File: src/rtl/alu_issue_stage_pkg.sv
// Shared definitions for the ALU issue stage.
//   - Default datapath width and register index width.
//   - ALU opcode encodings driven onto alu_opcode.
package alu_issue_stage_pkg;

  localparam int WORD_SIZE_DEF  = 64;
  localparam int REG_COUNT_DEF  = 16;
  localparam int REG_ADDR_W_DEF = 4;

  typedef enum logic [3:0] {
    OP_ADD  = 4'b0000,
    OP_SUB  = 4'b0001,
    OP_MUL  = 4'b0010,
    OP_OR   = 4'b0011,
    OP_AND  = 4'b0100,
    OP_XOR  = 4'b0101,
    OP_NOR  = 4'b0110,
    OP_NAND = 4'b0111,
    OP_XNOR = 4'b1000,
    OP_SHL  = 4'b1001,
    OP_SHR  = 4'b1010,
    OP_PASS = 4'b1111
  } alu_op_e;

endpackage

File: src/rtl/alu_issue_stage_regfile_2r1w.sv
// Architectural register file: two combinational read ports, one debug
// read port and one synchronous write port. r0 always reads as zero and
// is never written.
// Ports:
//   clk, rst          clock, synchronous active-high reset (clears all regs)
//   we, waddr, wdata  write port, applied on the rising edge
//   raddr1/rdata1     operand read port 1
//   raddr2/rdata2     operand read port 2
//   dbg_addr/dbg_data debug read port
module regfile_2r1w
  import alu_issue_stage_pkg::*;
#(
  parameter int WORD_SIZE  = WORD_SIZE_DEF,
  parameter int REG_COUNT  = REG_COUNT_DEF,
  parameter int REG_ADDR_W = REG_ADDR_W_DEF
) (
  input  logic                  clk,
  input  logic                  rst,
  input  logic                  we,
  input  logic [REG_ADDR_W-1:0] waddr,
  input  logic [WORD_SIZE-1:0]  wdata,
  input  logic [REG_ADDR_W-1:0] raddr1,
  output logic [WORD_SIZE-1:0]  rdata1,
  input  logic [REG_ADDR_W-1:0] raddr2,
  output logic [WORD_SIZE-1:0]  rdata2,
  input  logic [REG_ADDR_W-1:0] dbg_addr,
  output logic [WORD_SIZE-1:0]  dbg_data
);

  logic [WORD_SIZE-1:0] mem_q [REG_COUNT];

  always_ff @(posedge clk) begin
    if (rst) begin
      for (int i = 0; i < REG_COUNT; i++) begin
        mem_q[i] <= '0;
      end
    end else if (we && (waddr != '0)) begin
      mem_q[waddr] <= wdata;
    end
  end

  // r0 is masked on read so it stays zero regardless of storage contents.
  assign rdata1   = (raddr1   == '0) ? '0 : mem_q[raddr1];
  assign rdata2   = (raddr2   == '0) ? '0 : mem_q[raddr2];
  assign dbg_data = (dbg_addr == '0) ? '0 : mem_q[dbg_addr];

endmodule

File: src/rtl/alu_issue_stage.sv
// Execute-issue stage in front of a combinational ALU.
// Accepts decoded instructions (valid/ready), reads operands from the
// register file with write-back forwarding, and registers d1/d2/opcode
// into the pipeline register driving the ALU. One edge later the ALU
// result is written to rd and the zero/carry flags are latched.
// Ports:
//   clk, rst                    clock, synchronous active-high reset
//   in_valid/in_ready           instruction handshake (in_ready = ~hold)
//   in_opcode, in_rd, in_rs1,
//   in_rs2, in_imm_sel, in_imm  decoded instruction fields
//   hold                        downstream freeze request
//   alu_d1, alu_d2, alu_opcode  registered ALU inputs
//   alu_out, alu_iszero,
//   alu_iscarry                 ALU results
//   issue_valid                 pipeline register holds a live instruction
//   zero_flag, carry_flag       flags of the last retired instruction
//   dbg_addr/dbg_data           combinational register read, no forwarding
module alu_issue_stage
  import alu_issue_stage_pkg::*;
#(
  parameter int WORD_SIZE  = WORD_SIZE_DEF,
  parameter int REG_COUNT  = REG_COUNT_DEF,
  parameter int REG_ADDR_W = REG_ADDR_W_DEF
) (
  input  logic                  clk,
  input  logic                  rst,
  input  logic                  in_valid,
  output logic                  in_ready,
  input  logic [3:0]            in_opcode,
  input  logic [REG_ADDR_W-1:0] in_rd,
  input  logic [REG_ADDR_W-1:0] in_rs1,
  input  logic [REG_ADDR_W-1:0] in_rs2,
  input  logic                  in_imm_sel,
  input  logic [WORD_SIZE-1:0]  in_imm,
  input  logic                  hold,
  output logic [WORD_SIZE-1:0]  alu_d1,
  output logic [WORD_SIZE-1:0]  alu_d2,
  output logic [3:0]            alu_opcode,
  input  logic [WORD_SIZE-1:0]  alu_out,
  input  logic                  alu_iszero,
  input  logic                  alu_iscarry,
  output logic                  issue_valid,
  output logic                  zero_flag,
  output logic                  carry_flag,
  input  logic [REG_ADDR_W-1:0] dbg_addr,
  output logic [WORD_SIZE-1:0]  dbg_data
);

  logic                  issue_valid_q;
  logic [WORD_SIZE-1:0]  alu_d1_q, alu_d1_d;
  logic [WORD_SIZE-1:0]  alu_d2_q, alu_d2_d;
  logic [3:0]            alu_opcode_q;
  logic [REG_ADDR_W-1:0] rd_q;
  logic                  zero_flag_q;
  logic                  carry_flag_q;

  logic                  accept;
  logic                  wb;
  logic [WORD_SIZE-1:0]  rs1_data, rs2_data;

  assign in_ready = ~hold;
  assign accept   = in_valid & in_ready;
  // Retirement happens whenever a live instruction sees an unfrozen edge.
  assign wb       = issue_valid_q & ~hold;

  regfile_2r1w #(
    .WORD_SIZE (WORD_SIZE),
    .REG_COUNT (REG_COUNT),
    .REG_ADDR_W(REG_ADDR_W)
  ) u_rf (
    .clk     (clk),
    .rst     (rst),
    .we      (wb),
    .waddr   (rd_q),
    .wdata   (alu_out),
    .raddr1  (in_rs1),
    .rdata1  (rs1_data),
    .raddr2  (in_rs2),
    .rdata2  (rs2_data),
    .dbg_addr(dbg_addr),
    .dbg_data(dbg_data)
  );

  // Forward the result being written on this same edge; r0 is never
  // forwarded because its write is dropped.
  always_comb begin
    alu_d1_d = rs1_data;
    alu_d2_d = rs2_data;
    if (wb && (rd_q == in_rs1) && (in_rs1 != '0)) begin
      alu_d1_d = alu_out;
    end
    if (wb && (rd_q == in_rs2) && (in_rs2 != '0)) begin
      alu_d2_d = alu_out;
    end
    if (in_imm_sel) begin
      alu_d2_d = in_imm;
    end
  end

  // Issue / write-back stage boundary
  always_ff @(posedge clk) begin
    if (rst) begin
      issue_valid_q <= 1'b0;
      alu_d1_q      <= '0;
      alu_d2_q      <= '0;
      alu_opcode_q  <= OP_PASS;
      rd_q          <= '0;
      zero_flag_q   <= 1'b0;
      carry_flag_q  <= 1'b0;
    end else if (!hold) begin
      issue_valid_q <= in_valid;
      if (accept) begin
        alu_d1_q     <= alu_d1_d;
        alu_d2_q     <= alu_d2_d;
        alu_opcode_q <= in_opcode;
        rd_q         <= in_rd;
      end
      if (issue_valid_q) begin
        zero_flag_q  <= alu_iszero;
        carry_flag_q <= alu_iscarry;
      end
    end
  end

  assign issue_valid = issue_valid_q;
  assign alu_d1      = alu_d1_q;
  assign alu_d2      = alu_d2_q;
  assign alu_opcode  = alu_opcode_q;
  assign zero_flag   = zero_flag_q;
  assign carry_flag  = carry_flag_q;

endmodule

File: config.mk
export PLATFORM = sky130hd
export DESIGN_NAME = alu_issue_stage
export DESIGN_NICKNAME = d
export VERILOG_FILES = /design/src/rtl/alu_issue_stage_pkg.sv /design/src/rtl/alu_issue_stage_regfile_2r1w.sv /design/src/rtl/alu_issue_stage.sv
export SDC_FILE = /design/constraint.sdc
export NUM_CORES = 2
export LEC_CHECK = 0
export BUFFER_PORTS_ARGS = -buffer_cell sky130_fd_sc_hd__buf_2
export CORE_ASPECT_RATIO = 1.1
export CORE_UTILIZATION = 57
export DETAILED_ROUTE_END_ITERATION = 16
export PLACE_DENSITY = 0.75
export SLEW_MARGIN = 30
export SYNTH_ARGS = -nofsm -noshare
export SYNTH_HDL_FRONTEND = slang
export SYNTH_HIERARCHICAL = 1
export SYNTH_SLANG_ARGS = --single-unit
File: constraint.sdc
create_clock -name clk -period 3.1 [get_ports clk]
set_input_delay 0.31 -clock clk [delete_from_list [all_inputs] [get_ports clk]]
set_output_delay 0.31 -clock clk [all_outputs]
set_load 0.02 [all_outputs]
==> impl_metrics.toml <==
[status]
status = "finished, final reports clean"

[cts]
cts_tree = "done"
clock-sinks = 1100
cts.repair.resized = 0
clockBufferDepth = 3
clockRootBuffer = "clkbuf_16"
path_clk_slew_ns = 0.07
htreeDepth = 3
clk_latency_ns = 0.74
numCtsBuffers = 114

[detailed_routing]
vias_per_cell = 7.34
vias = 51600
dr.first_iter.drc_count = 8251
wl_per_cell_um = 33.5
totalWireLength_mm = 236
ant_nets = 0
first_pass_iters = 6
drc = 0

[synthesis]
synth_edf_count = 961
yosys-top-cells-area = "edfxtp_1 (44%), mux4_2 (16%), and2_1 (9.3%)"
syn_area_sq_um = 64900
synth_top_area_share = 0.445
synth.largest_area_cell = "edfxtp_1"
ys_warn_count = 6
async_flop_share = 0
synth.distinct_cells = 48
synth_commonest_cells = "edfxtp_1 (961), and2_1 (960), nor2_1 (459)"
synth.most_common_cell = "edfxtp_1"
syn_area_per_cell_sq_um = 12.4
ys_ff_latch = 1100
ys_seq_area_frac = 0.487
synth_cells = 5250
synth_ff_type = "edfxtp_1"
synth_fp_nets = 5405

[finish]
final_cells = 7028
seq_area_sq_um = 31600
multi_input_area_sq_um = 30600
fin_nets = 5566
drive_above_1_share = 0.243
fill_cells = 8215
syn_to_final_growth_pct = 13.2

[timing]
fmax_mhz = 323
worst_pin_slew_ns = 1.12
drv_slew = 0
holdWs_ns = 0.0199
hold_viol = 0
rsz0062_at_grt = "false"
finalClockSkew_ns = 0.0493
layout_min_cycle_time_ns = 3.10
slew_headroom = 0.254
post-route-period-util = 0.999
fin_ws_ns = 0.00177
setup_violations = 0
final.setup.tns_ns = 0

[die]
die_area_sq_um = 115000
core_area_sq_um = 113000
fp.dieH_um = 356
dieWidth_um = 324
rows = 129
start_util = 0.576
io_pins = 355

[global_routing]
grt_pass1_vias = 50400
overflow = 0
grt_util_met2 = 0.606
grt_util_all_layers = 0.404
antenna_found_initial = 22
grt_pass1_wl_mm = 337
grtUsageMet3 = 0.126
busiest_layer = "met2"
grt_max_degree = 91
grt_util_met1 = 0.521

[place]
dpl_worst_slack_ns = 0.146
dpl.hpwl_mm = 139
portBuffers = 354
dp_cells = 6768
place_congestion = 0.924

[power_and_ir_drop]
p_leak_uw = 0.0277
p_comb_frac = 0.152
p_sw_frac = 0.271
switchingPower_uw = 9930
irDropWorstVdd_v = 0.000436
pwr-share-seq = 0.465
total_power_uw = 36600
clkPwrFrac = 0.383
internal-power_uw = 26700
power.density_nw_per_um2 = 498

[setup_path]
critPathMaxFanout = 64
r2r_start = "issue_valid"
cpPeakStageDelay_ns = 0.81
path_class = "register to register"
crit_required_ns = 3.68
arrival_ns = 3.67
path_cells = "nor2b_1, buf_4, nor2b_2, nand3_1, nor3_2, buf_4, and2_1"
crit_path_start_kind = "register"
cp_common_cell = "buf_4"
crit_path_start = "issue_valid"
cpMaxStageDelayCell = "buf_4"
crit_path_end_kind = "register"

[run]
drv_cap = 0

[min_path]
min_path_type = "input port to register"
hold_path_startpoint = "in_imm[13]"
## worst max-delay path: cells and delay by family (launching register included)
family | cells | cell delay (ns)
simple gates | 5 | 1.45
buf+inv | 2 | 1.13
flops | 1 | 0.35
## kinds of logic after synthesis
kind of cell,share of synthesized area
simple gates,0.140
buf+inv,0.0455
mux,0.226
flops,0.487
compound gates,0.0999
xor+xnor,0.000944
other cells,0.0000578
## final timing paths
path	endpoint	slack, ns	depth (start not counted)
hold reg to reg	alu_opcode[2]	0.47	2
setup / recovery	u_rf/mem_q[3][7]	0.002	7
hold / removal	alu_d2[13]	0.02	4
setup reg to reg	u_rf/mem_q[3][7]	0.002	7
## state kept, by name (all words and copies together), names as in the netlist
signal and flops:
carry_flag 1, alu_d2 64, zero_flag 1, u_rf/mem_q 961, alu_opcode 4, alu_d1 64
issue_valid 1, rd_q 4
## layout make-up
| class | count | share of cell area |
|---|---|---|
| multi-input combinational | 3513 | 0.417 |
| clock inverter | 58 | 0.00778 |
| antenna | 11 | 0.000375 |
| clock buffer | 158 | 0.0431 |
| sequential | 1100 | 0.431 |
| timing repair buffer | 613 | 0.0721 |
| inverter | 69 | 0.00352 |
| tap | 1506 | 0.0256 |
## power groups by stage
stage | registers (uW) | clock network (uW) | logic, uW
2_1_floorplan | 17300 | 0 | 3140
3_3_place_gp | 17300 | 0 | 5270
3_5_place_dp | 17300 | 0 | 5340
4_1_cts | 17000 | 14000 | 5390
5_1_grt | 17100 | 14500 | 5720
6_report | 17000 | 14000 | 5570
## repair_timing
action | 4_1_cts | 5_1_grt
hold buffers | 33 | 0
setup buffers | 0 | 0
endpoints found under the hold margin | 30 | 0
## cells in the final DEF (no fill, tap or decap), types with 71 or more instances in the layout
cell / count
a21oi_1: 71
edfxtp_1: 961
buf_2: 344
o21ai_0: 130
o22ai_1: 316
mux4_2: 447
mux2i_1: 380
dfxtp_1: 139
mux2_2: 74
nor2_1: 447
buf_12: 114
a2111oi_0: 95
and2_1: 960
buf_4: 114
nand2_1: 87
clkbuf_16: 115
## stage by stage
| step | cell area [sq um] | util |
|---|---|---|
| 4_1_cts | 73500 | 0.652 |
| 3_5_place_dp | 69400 | 0.616 |
| 3_3_place_gp | 69400 | 0.616 |
| 6_report | 73500 | 0.652 |
| 2_1_floorplan | 64900 | - |
| 5_1_grt | 73500 | 0.652 |
## layer usage
| layer | up-vias | share of wire |
|---|---|---|
| met3 | 1056 | 0.16 |
| li1 | 20600 | - |
| met5 | - | 0.0015 |
| met4 | 28 | 0.063 |
| met2 | 4903 | 0.44 |
| met1 | 25100 | 0.34 |
(Power assumes the default switching activity.)
